File: config.mk
export PLATFORM = sky130hd
export DESIGN_NAME = cmos_dvp_tx_flat
export DESIGN_NICKNAME = d
export VERILOG_FILES = /design/src/rtl/cmos_dvp_tx_if.sv /design/src/rtl/cmos_dvp_tx.sv /design/src/flat_wrapper.sv
export SDC_FILE = /design/constraint.sdc
export NUM_CORES = 1
export LEC_CHECK = 0
export CAP_MARGIN = 10
export CORE_MARGIN = 5
export CORE_UTILIZATION = 35
export DETAILED_ROUTE_END_ITERATION = 16
export PLACE_DENSITY = 0.51
export SETUP_SLACK_MARGIN = 0.2
export SLEW_MARGIN = 20
export SYNTH_ARGS = -nofsm -noshare
export SYNTH_HDL_FRONTEND = slang
export SYNTH_SLANG_ARGS = --single-unit
File: constraint.sdc
create_clock -name cmos_pclk -period 5 [get_ports cmos_pclk]
set_clock_uncertainty 0.05 [all_clocks]
set_input_delay 0.75 -clock cmos_pclk [delete_from_list [all_inputs] [get_ports cmos_pclk]]
set_output_delay 0.75 -clock cmos_pclk [all_outputs]
set_load 0.02 [all_outputs]
File: src/rtl/cmos_dvp_tx_if.sv
// Pixel stream into the DVP transmitter.
// The source drives s_data/s_valid, and the transmitter answers with s_ready.
interface cmos_dvp_tx_if;
    logic [15:0] s_data;
    logic        s_valid;
    logic        s_ready;

    modport master (
        output s_data,
        output s_valid,
        input  s_ready
    );

    modport slave (
        input  s_data,
        input  s_valid,
        output s_ready
    );
endinterface

File: src/rtl/cmos_dvp_tx.sv
// CMOS DVP frame transmitter.
// It generates vsync/href timing from an external stream or a test pattern.
module cmos_dvp_tx #(
    parameter int H_ACTIVE  = 640,
    parameter int H_BLANK   = 160,
    parameter int V_ACTIVE  = 360,
    parameter int VSYNC_LEN = 4,
    parameter int V_BACK    = 8,
    parameter int V_FRONT   = 4
) (
    input  logic         cmos_pclk,
    input  logic         sys_rst_n,
    input  logic         enable,
    input  logic [1:0]   pattern_sel,
    cmos_dvp_tx_if.slave s,
    output logic         cmos_vsync,
    output logic         cmos_href,
    output logic [15:0]  cmos_data,
    output logic         frame_done,
    output logic         underflow
);

    localparam int H_TOTAL = H_ACTIVE + H_BLANK;
    localparam int HW      = $clog2(H_TOTAL);
    localparam int V_M1    = (V_ACTIVE > V_BACK) ? V_ACTIVE : V_BACK;
    localparam int V_M2    = (VSYNC_LEN > V_FRONT) ? VSYNC_LEN : V_FRONT;
    localparam int V_MAX   = (V_M1 > V_M2) ? V_M1 : V_M2;
    localparam int VW      = $clog2(V_MAX + 1);

    localparam logic [HW-1:0] H_LAST   = HW'(H_TOTAL - 1);
    localparam logic [HW-1:0] H_ACT    = HW'(H_ACTIVE);
    localparam logic [HW-1:0] BAR_LAST = HW'(H_ACTIVE / 8 - 1);
    localparam logic [VW-1:0] VS_LAST  = VW'(VSYNC_LEN - 1);
    localparam logic [VW-1:0] VB_LAST  = VW'(V_BACK - 1);
    localparam logic [VW-1:0] VA_LAST  = VW'(V_ACTIVE - 1);
    localparam logic [VW-1:0] VF_LAST  = VW'(V_FRONT - 1);

    typedef enum logic [2:0] {
        IDLE,
        VSYNC,
        VBP,
        ACTIVE,
        VFP
    } state_e;

    state_e        state_q, state_d;
    logic [HW-1:0] h_q, h_d;
    logic [VW-1:0] v_q, v_d;
    logic [VW-1:0] v_last;
    logic [HW-1:0] bar_px_q, bar_px_d;
    logic [2:0]    bar_q, bar_d;
    logic [1:0]    pat_q;
    logic          vsync_q, href_q, done_q, uflow_q;
    logic [15:0]   data_q;

    logic          href_d;
    logic          ready;
    logic          entering;
    logic          chk;
    logic [15:0]   x_ext;
    logic [15:0]   bar_rgb;
    logic [15:0]   pix;

    always_comb begin
        state_d = state_q;
        h_d     = h_q;
        v_d     = v_q;
        unique case (state_q)
            VSYNC:   v_last = VS_LAST;
            VBP:     v_last = VB_LAST;
            ACTIVE:  v_last = VA_LAST;
            VFP:     v_last = VF_LAST;
            default: v_last = '0;
        endcase
        if (state_q == IDLE) begin
            h_d = '0;
            v_d = '0;
            if (enable) state_d = VSYNC;
        end else if (h_q != H_LAST) begin
            h_d = h_q + 1'b1;
        end else begin
            h_d = '0;
            if (v_q != v_last) begin
                v_d = v_q + 1'b1;
            end else begin
                v_d = '0;
                unique case (state_q)
                    VSYNC:   state_d = VBP;
                    VBP:     state_d = ACTIVE;
                    ACTIVE:  state_d = VFP;
                    VFP:     state_d = enable ? VSYNC : IDLE;
                    default: state_d = IDLE;
                endcase
            end
        end
    end

    // Bar position tracks the pixel being loaded, so no divider is needed.
    always_comb begin
        href_d   = (state_d == ACTIVE) && (h_d < H_ACT);
        bar_px_d = bar_px_q;
        bar_d    = bar_q;
        if (href_d) begin
            if (h_d == '0) begin
                bar_px_d = '0;
                bar_d    = '0;
            end else if (bar_px_q == BAR_LAST) begin
                bar_px_d = '0;
                bar_d    = bar_q + 1'b1;
            end else begin
                bar_px_d = bar_px_q + 1'b1;
            end
        end
    end

    always_comb begin
        x_ext = 16'(h_d);
        chk   = x_ext[4] ^ (|(16'(v_d) & 16'h0010));
        unique case (bar_d)
            3'd0: bar_rgb = 16'hFFFF;
            3'd1: bar_rgb = 16'hFFE0;
            3'd2: bar_rgb = 16'h07FF;
            3'd3: bar_rgb = 16'h07E0;
            3'd4: bar_rgb = 16'hF81F;
            3'd5: bar_rgb = 16'hF800;
            3'd6: bar_rgb = 16'h001F;
            3'd7: bar_rgb = 16'h0000;
        endcase
        unique case (pat_q)
            2'd0: pix = s.s_valid ? s.s_data : 16'h0000;
            2'd1: pix = bar_rgb;
            2'd2: pix = x_ext;
            2'd3: pix = chk ? 16'hFFFF : 16'h0000;
        endcase
    end

    assign ready     = sys_rst_n && href_d && (pat_q == 2'd0);
    assign s.s_ready = ready;
    assign entering  = (state_d == VSYNC) && (state_q != VSYNC);

    always_ff @(posedge cmos_pclk) begin
        if (!sys_rst_n) begin
            state_q  <= IDLE;
            h_q      <= '0;
            v_q      <= '0;
            bar_px_q <= '0;
            bar_q    <= '0;
            pat_q    <= '0;
            vsync_q  <= 1'b0;
            href_q   <= 1'b0;
            data_q   <= '0;
            done_q   <= 1'b0;
            uflow_q  <= 1'b0;
        end else begin
            state_q  <= state_d;
            h_q      <= h_d;
            v_q      <= v_d;
            bar_px_q <= bar_px_d;
            bar_q    <= bar_d;
            if (entering) pat_q <= pattern_sel;
            vsync_q  <= (state_d == VSYNC);
            href_q   <= href_d;
            data_q   <= href_d ? pix : 16'h0000;
            done_q   <= (state_d == VFP) && (h_d == H_LAST) &&
                        (v_d == VF_LAST);
            uflow_q  <= entering ? 1'b0 :
                        (uflow_q | (ready & ~s.s_valid));
        end
    end

    assign cmos_vsync = vsync_q;
    assign cmos_href  = href_q;
    assign cmos_data  = data_q;
    assign frame_done = done_q;
    assign underflow  = uflow_q;

endmodule

File: src/flat_wrapper.sv
// flat-port wrapper written by rule: the top's interface ports become plain ports
module cmos_dvp_tx_flat 
#(
    parameter int H_ACTIVE  = 640,
    parameter int H_BLANK   = 160,
    parameter int V_ACTIVE  = 360,
    parameter int VSYNC_LEN = 4,
    parameter int V_BACK    = 8,
    parameter int V_FRONT   = 4
)
  (cmos_pclk, sys_rst_n, enable, pattern_sel, cmos_vsync, cmos_href, cmos_data, frame_done, underflow, s_s_data, s_s_valid, s_s_ready);
  cmos_dvp_tx_if s_i ();
  input  logic cmos_pclk;
  input  logic sys_rst_n;
  input  logic enable;
  input  logic [1:0] pattern_sel;
  output logic cmos_vsync;
  output logic cmos_href;
  output logic [15:0] cmos_data;
  output logic frame_done;
  output logic underflow;
  input wire logic [$bits(s_i.s_data)-1:0] s_s_data;
  input wire logic [$bits(s_i.s_valid)-1:0] s_s_valid;
  output wire logic [$bits(s_i.s_ready)-1:0] s_s_ready;
  assign s_i.s_data = s_s_data;
  assign s_i.s_valid = s_s_valid;
  assign s_s_ready = s_i.s_ready;
  cmos_dvp_tx #(.H_ACTIVE(H_ACTIVE), .H_BLANK(H_BLANK), .V_ACTIVE(V_ACTIVE), .VSYNC_LEN(VSYNC_LEN), .V_BACK(V_BACK), .V_FRONT(V_FRONT)) u_core (.cmos_pclk(cmos_pclk), .sys_rst_n(sys_rst_n), .enable(enable), .pattern_sel(pattern_sel), .s(s_i), .cmos_vsync(cmos_vsync), .cmos_href(cmos_href), .cmos_data(cmos_data), .frame_done(frame_done), .underflow(underflow));
endmodule
==> run summary, run 1 <==
Pre-CTS setup slack -> 0.522 ns
First-pass GRT wire length -> 13,800 um
Startpoint types -> flop
Core ar. -> 0.00876 mm2
DRT Pass-1 Iters -> 4
Wl on met1 -> 4180 um
Dpl hpwl -> 6100 um
TritonCTS Buffers -> 9
Layout fillers -> 915
Fin crit share -> 0.903
Synth area leader -> dfxtp_1
Layout cell share with drive strength beyond 1 -> 0.0940
RSZ-0062 raised after global routing -> false
# DRC -> 0
Avg Inst Size Synth -> 8.27 um2
WS Path Type -> flop to output port
Maximum VDD drop -> 0.000100 V
WL final -> 8310 um
GR Util All Layers -> 0.154
Detailed-route wire length per cell -> 15.9 um
Slew margin rel. -> 0.534
Commonest non-fill, non-tap cell in the layout -> dfxtp_1
Starting DRT DRC Count -> 103
Setup TNS -> 0 ns
Crit path max fanout -> 10
Root buf cell -> clkbuf_8
Die Y -> 105 um
Die Wd -> 105 um
CP max-delay cell -> clkdlybuf4s50_1
Initial antenna violation count -> 0
Synth Flop Type -> dfxtp_1
Clock Tree Buf Depth -> 2
CP peak stage delay -> 0.65 ns
Synth warnings -> 0
Hold Crit Start -> u_core.bar_px_q[0]
Number of register bits inferred by synthesis -> 57
Mapped cell area -> 0.00315 mm2
Final #Nets -> 436
Status -> completed
Min Tclk post-route -> 4.52 ns
N_diodes -> 0
Pin count of the biggest net entering global routing -> 17
CTS tree -> built
Area of the multi-input gates -> 0.00186 mm2
Die ar. -> 0.0110 mm2
Top delay family on crit path -> simple AND/OR/NAND/NOR gates
Area contributors post-synth -> dfxtp_1 (36%), nand2_1 (5.4%), nor2_1 (4.4%)
Vias/cell -> 5.44
Routed Antenna Nets -> 0
Via Count -> 2,846
Post-synth ARST share -> 0
Final GP Congestion -> 0.851
Post-synthesis cell count -> 381
Endpoints failing setup -> 0
Post-synth EDFFs -> 0
Crit-path cells -> ha_1 > nand4_1 > nor3_4 > o2111a_2 > nand2_4 > a211oi_4 > nand2_4 > nor3_1 > clkdlybuf4s50_1
Pleak -> 1.43 nW
Fmax -> 221 MHz
I/O pin cnt -> 43
PwrDens -> 269 mW/mm2
Worst setup path start -> u_core.h_q[0]
H-tree Lvls -> 3
Final hold violations -> 0
Final setup margin -> 0.485 ns
WP data arrival -> 3.72 ns
FP Rows -> 34
Register area share after synthesis -> 0.362
Hold Buf Count CTS -> 0
Clock latency on the worst-skew pair -> 0.34 ns
Top cell type's share of synthesized area -> 0.362
Starting density of the core -> 0.360
DR top layer -> met4
Worst R2R Start -> u_core.h_q[0]
Buffers & Inverters on Critical Path -> 1
Hold Crit Class -> flop to flop
Metal3 WL -> 351 um
GR Overflow Total -> 0
Most frequent cells in the layout -> dfxtp_1 (57), nand2_1 (45), clkdlybuf4s50_1 (42)
Most frequent CP cell -> nand2_4
Port Buffers -> 42
Worst slew pin tran -> 0.693 ns
Number of global-route vias before repair -> 2,732
Final slew viol count -> 0
Met2 WL -> 3670 um
FF+latch area -> 0.00114 mm2
MaxCap Viol Count -> 0
Worst path required time -> 4.20 ns
Mapped Nets -> 407
Clock sink count -> 57
Clk slew on worst S/H paths -> 0.07 ns
Post-synth cell types -> 67
Layout area overhead -> 21.2%
Worst setup EP type -> output port
final cells by class:
class / count / share of cell area
Clock inverter: 7 / 0.0269
Multi-Input combinational cell: 292 / 0.488
Tap cell: 108 / 0.0354
Clock buffer: 9 / 0.0324
Timing Repair Buffer: 43 / 0.112
Sequential cell: 57 / 0.299
Inverter: 7 / 0.00688
cells in the mapped netlist, drive strengths merged (3+ instances only):
master	count
a211o	4
a211oi	4
a21o	4
a21oi	19
a22oi	4
a2bb2oi	3
a31oi	3
and2	7
and3	8
buf	9
clkbuf	16
dfxtp	57
ha	4
inv	7
mux2i	5
nand2	48
nand3	25
nand4	11
nor2	37
nor2b	5
nor3	9
nor4	5
o211ai	7
o21ai	11
o31ai	4
or2	3
or3	4
or4	4
or4b	3
xnor2	9
xor2	13
registers in the layout, indices dropped and copies added, names as in the netlist:
register,cells
u_core.bar_px_q,10
u_core.h_q,10
u_core.frame_done,1
u_core.v_q,9
u_core.state_q,3
u_core.cmos_href,1
u_core.pat_q,2
u_core.cmos_data,16
u_core.bar_q,3
u_core.cmos_vsync,1
u_core.underflow,1
power breakdown:
group / total (mW) / internal, mW / leakage (nW) / switching [mW]
Clock: 0.493 / 0.285 / 0.110 / 0.209
Combinational: 0.0681 / 0.0315 / 0.857 / 0.0366
Sequential: 0.465 / 0.457 / 0.460 / 0.00840
Total: 1.03 / 0.773 / 1.43 / 0.254
per-layer routing:
metal  vias to the layer above  track usage
met3                         8       0.0444
met1                      1320        0.217
li1                       1443            -
met4                         0       0.0557
met2                        75        0.223
met5                         -            0
path summary, 6_finish.rpt:
kind,endpoint,slack (ns),cells past startpoint
worst max-delay path,s_s_ready,0.48,9
worst min-delay path,u_core.bar_px_q[0],0.44,2
worst max register to register,u_core.cmos_data[4],1.47,9
worst min register to register,u_core.bar_px_q[0],0.44,2
tightest hold or removal path: stages, from the launching register on:
cell     delay (ns)
dfxtp_1        0.33
nand2_1        0.06
a21oi_1        0.05
logic make-up (layout without fill, tap and decap cells):
group | count (synthesis) | after routing | synth area share
AOI/OAI and AO/OA | 82 | 82 | 0.200
xor gates and xnor gates | 22 | 22 | 0.0612
adders and majority gates | 4 | 4 | 0.0159
buffers and inverters | 32 | 66 | 0.0469
DFF | 57 | 57 | 0.362
muxes | 5 | 5 | 0.0159
and+or+nand+nor | 179 | 179 | 0.298
stage by stage:
step	hold slack (ns)	power, mW	util	std cells	instance area [um2]
floorplan	0.394	0.512	-	381	3150
global placement	0.411	0.544	0.409	506	3580
detailed placement	0.426	0.543	0.409	506	3580
CTS	0.437	1.04	0.435	522	3810
global route	0.451	1.07	0.436	523	3820
finish	0.439	1.03	0.436	523	3820
timing repair:
item | in CTS | in global routing
buffers inserted | 0 | 1
gates resized for setup | 1 | 0
pin swaps | 0 | 1
gates cloned | 0 | 0
endpoints found under the setup margin | 1 | 1
Note: power is estimated with default switching activity, not from simulation.
==> run 2: changes to the inputs <==
--- a/config.mk
+++ b/config.mk
@@ -7,9 +7,9 @@
 export LEC_CHECK = 0
 export CAP_MARGIN = 10
 export CORE_MARGIN = 5
-export CORE_UTILIZATION = 35
+export CORE_UTILIZATION = 50
 export DETAILED_ROUTE_END_ITERATION = 16
-export PLACE_DENSITY = 0.51
+export PLACE_DENSITY = 0.7
 export SETUP_SLACK_MARGIN = 0.2
 export SLEW_MARGIN = 20
 export SYNTH_ARGS = -nofsm -noshare
==> run summary, run 2 (synthesis gave the netlist of run 1 again) <==
WP data arrival -> 3.70 ns (was 3.72 ns)
Layout cell share with drive strength beyond 1 -> 0.0916 (was 0.0940)
Clock Tree Buf Depth -> 2 (unchanged)
Vias/cell -> 5.82 (was 5.44)
Detailed-route wire length per cell -> 15.8 um (was 15.9 um)
FP Rows -> 29 (was 34)
TritonCTS Buffers -> 9 (unchanged)
Worst setup EP type -> output port (unchanged)
Slew margin rel. -> 0.577 (was 0.534)
GR Overflow Total -> 0 (unchanged)
CP peak stage delay -> 0.65 ns (about the same)
Core ar. -> 0.00624 mm2 (was 0.00876 mm2)
MaxCap Viol Count -> 0 (unchanged)
Initial antenna violation count -> 0 (unchanged)
WL final -> 7770 um (was 8310 um)
GR Util All Layers -> 0.208 (was 0.154)
Root buf cell -> clkbuf_8 (unchanged)
Starting density of the core -> 0.505 (was 0.360)
Number of global-route vias before repair -> 2,635 (was 2,732)
Crit-path cells -> ha_1 > nand4_1 > nor3_4 > o2111a_2 > nand2_4 > a211oi_4 > nand2_4 > nor3_1 > clkdlybuf4s50_1 (unchanged)
Fmax -> 222 MHz (was 221 MHz)
Status -> completed (unchanged)
Dpl hpwl -> 5640 um (was 6100 um)
Setup TNS -> 0 ns (unchanged)
Clock sink count -> 57 (unchanged)
Die Wd -> 89.4 um (was 105 um)
Crit path max fanout -> 10 (unchanged)
Final slew viol count -> 0 (unchanged)
Hold Crit Class -> flop to flop (unchanged)
Via Count -> 2,865 (was 2,846)
CTS tree -> built (unchanged)
Most frequent CP cell -> nand2_4 (unchanged)
Max reg flops -> 16 (unchanged)
# DRC -> 0 (unchanged)
Fin crit share -> 0.900 (was 0.903)
Routed Antenna Nets -> 0 (unchanged)
Port Buffers -> 42 (unchanged)
Maximum VDD drop -> 0.000144 V (was 0.000100 V)
Starting DRT DRC Count -> 141 (was 103)
Cell Area, Placed -> 0.00355 mm2 (was 0.00358 mm2)
Final GP Congestion -> 0.921 (was 0.851)
Hold Buf Count CTS -> 0 (unchanged)
First-pass GRT wire length -> 12,800 um (was 13,800 um)
Worst path required time -> 4.20 ns (about the same)
Hold Slack -> 0.426 ns (was 0.439 ns)
Pin count of the biggest net entering global routing -> 17 (unchanged)
Final #Nets -> 437 (was 436)
Die ar. -> 0.00799 mm2 (was 0.0110 mm2)
Final Cell Area -> 0.00376 mm2 (was 0.00382 mm2)
Commonest non-fill, non-tap cell in the layout -> dfxtp_1 (unchanged)
Final hold violations -> 0 (unchanged)
PwrDens -> 256 mW/mm2 (was 269 mW/mm2)
Layout area overhead -> 19.3% (was 21.2%)
Die Y -> 89.4 um (was 105 um)
Most frequent cells in the layout -> dfxtp_1 (57), nand2_1 (45), clkdlybuf4s50_1 (42) (unchanged)
RSZ-0062 raised after global routing -> false (unchanged)
Clock latency on the worst-skew pair -> 0.34 ns (about the same)
WS Path Type -> flop to output port (unchanged)
Endpoints failing setup -> 0 (unchanged)
CP max-delay cell -> clkdlybuf4s50_1 (unchanged)
Startpoint types -> flop (unchanged)
Pleak -> 1.42 nW (was 1.43 nW)
H-tree Lvls -> 3 (unchanged)
Clk slew on worst S/H paths -> 0.06 ns (was 0.07 ns)
I/O pin cnt -> 43 (unchanged)
Worst slew pin tran -> 0.629 ns (was 0.693 ns)
FF-to-FF path depth -> 9 (unchanged)
N_diodes -> 0 (unchanged)
DRT Pass-1 Iters -> 4 (unchanged)
Min Tclk post-route -> 4.50 ns (was 4.52 ns)
Hold path cells -> 2 (unchanged)
run 2: cell count changes in the layout (fill, tap and decap cells not counted):
cell / delta
clkinv_4: -3
clkbuf_1: +1
inv_6: -1
bufinv_16: -1
clkbuf_8: +2
clkinv_2: +2
buf_4: +1
clkinvlp_4: -1
run 2: area by class of cell:
type	count	area (um2)
timing repair buffer	44	435
clock buffer	12	155
inverter	7	26.3
sequential	57	1140
tap	77	96.3
multi-input combinational	292	1860
fill	600	2480
clock inverter	3	40.0
run 2: what timing repair did:
action / CTS / global route
resized for setup: 1 / 0
setup buffers: 0 / 2
setup endpoints to repair: 1 / 1
hold endpoints to repair: 0 / 0
pin swaps: 0 / 1
run 2: per-stage QoR:
stage / utilization / power [mW] / worst slack, ns / instances
2_1_floorplan: - / 0.512 / 1.53 / 381
3_3_place_gp: 0.568 / 0.542 / 0.708 / 475
3_5_place_dp: 0.568 / 0.541 / 0.577 / 475
4_1_cts: 0.600 / 0.973 / 0.315 / 490
5_1_grt: 0.602 / 0.999 / 0.258 / 492
6_report: 0.602 / 0.961 / 0.498 / 492
run 2: final timing paths:
| check | startpoint | to | slack [ns] |
|---|---|---|---|
| setup / recovery | u_core.h_q[0] | s_s_ready | 0.50 |
| hold / removal | u_core.bar_px_q[1] | u_core.bar_px_q[1] | 0.43 |
| setup reg to reg | u_core.h_q[0] | u_core.cmos_data[4] | 1.49 |
| hold reg to reg | u_core.bar_px_q[1] | u_core.bar_px_q[1] | 0.43 |
run 2: critical path, delay by kind of cell (launching register included):
| kind | cells | cell delay [ns] |
|---|---|---|
| AO/OA/AOI/OAI | 2 | 0.74 |
| adder cells (fa/ha/maj) | 1 | 0.34 |
| buffers and inverters | 1 | 0.65 |
| flip-flops | 1 | 0.50 |
| AND/OR/NAND/NOR | 5 | 1.13 |
run 2: per-layer routing:
layer	share of wire	up-vias	global-route usage
li1	-	1435	-
met1	0.48	1338	0.289
met2	0.43	78	0.303
met3	0.073	14	0.0636
met4	0.016	0	0.0771
met5	0	-	0
run 2: report_power, final:
group | total [mW] | internal, mW | switching [mW]
combinational | 0.0665 | 0.0316 | 0.0349
clock | 0.429 | 0.253 | 0.176
sequential | 0.466 | 0.457 | 0.00859
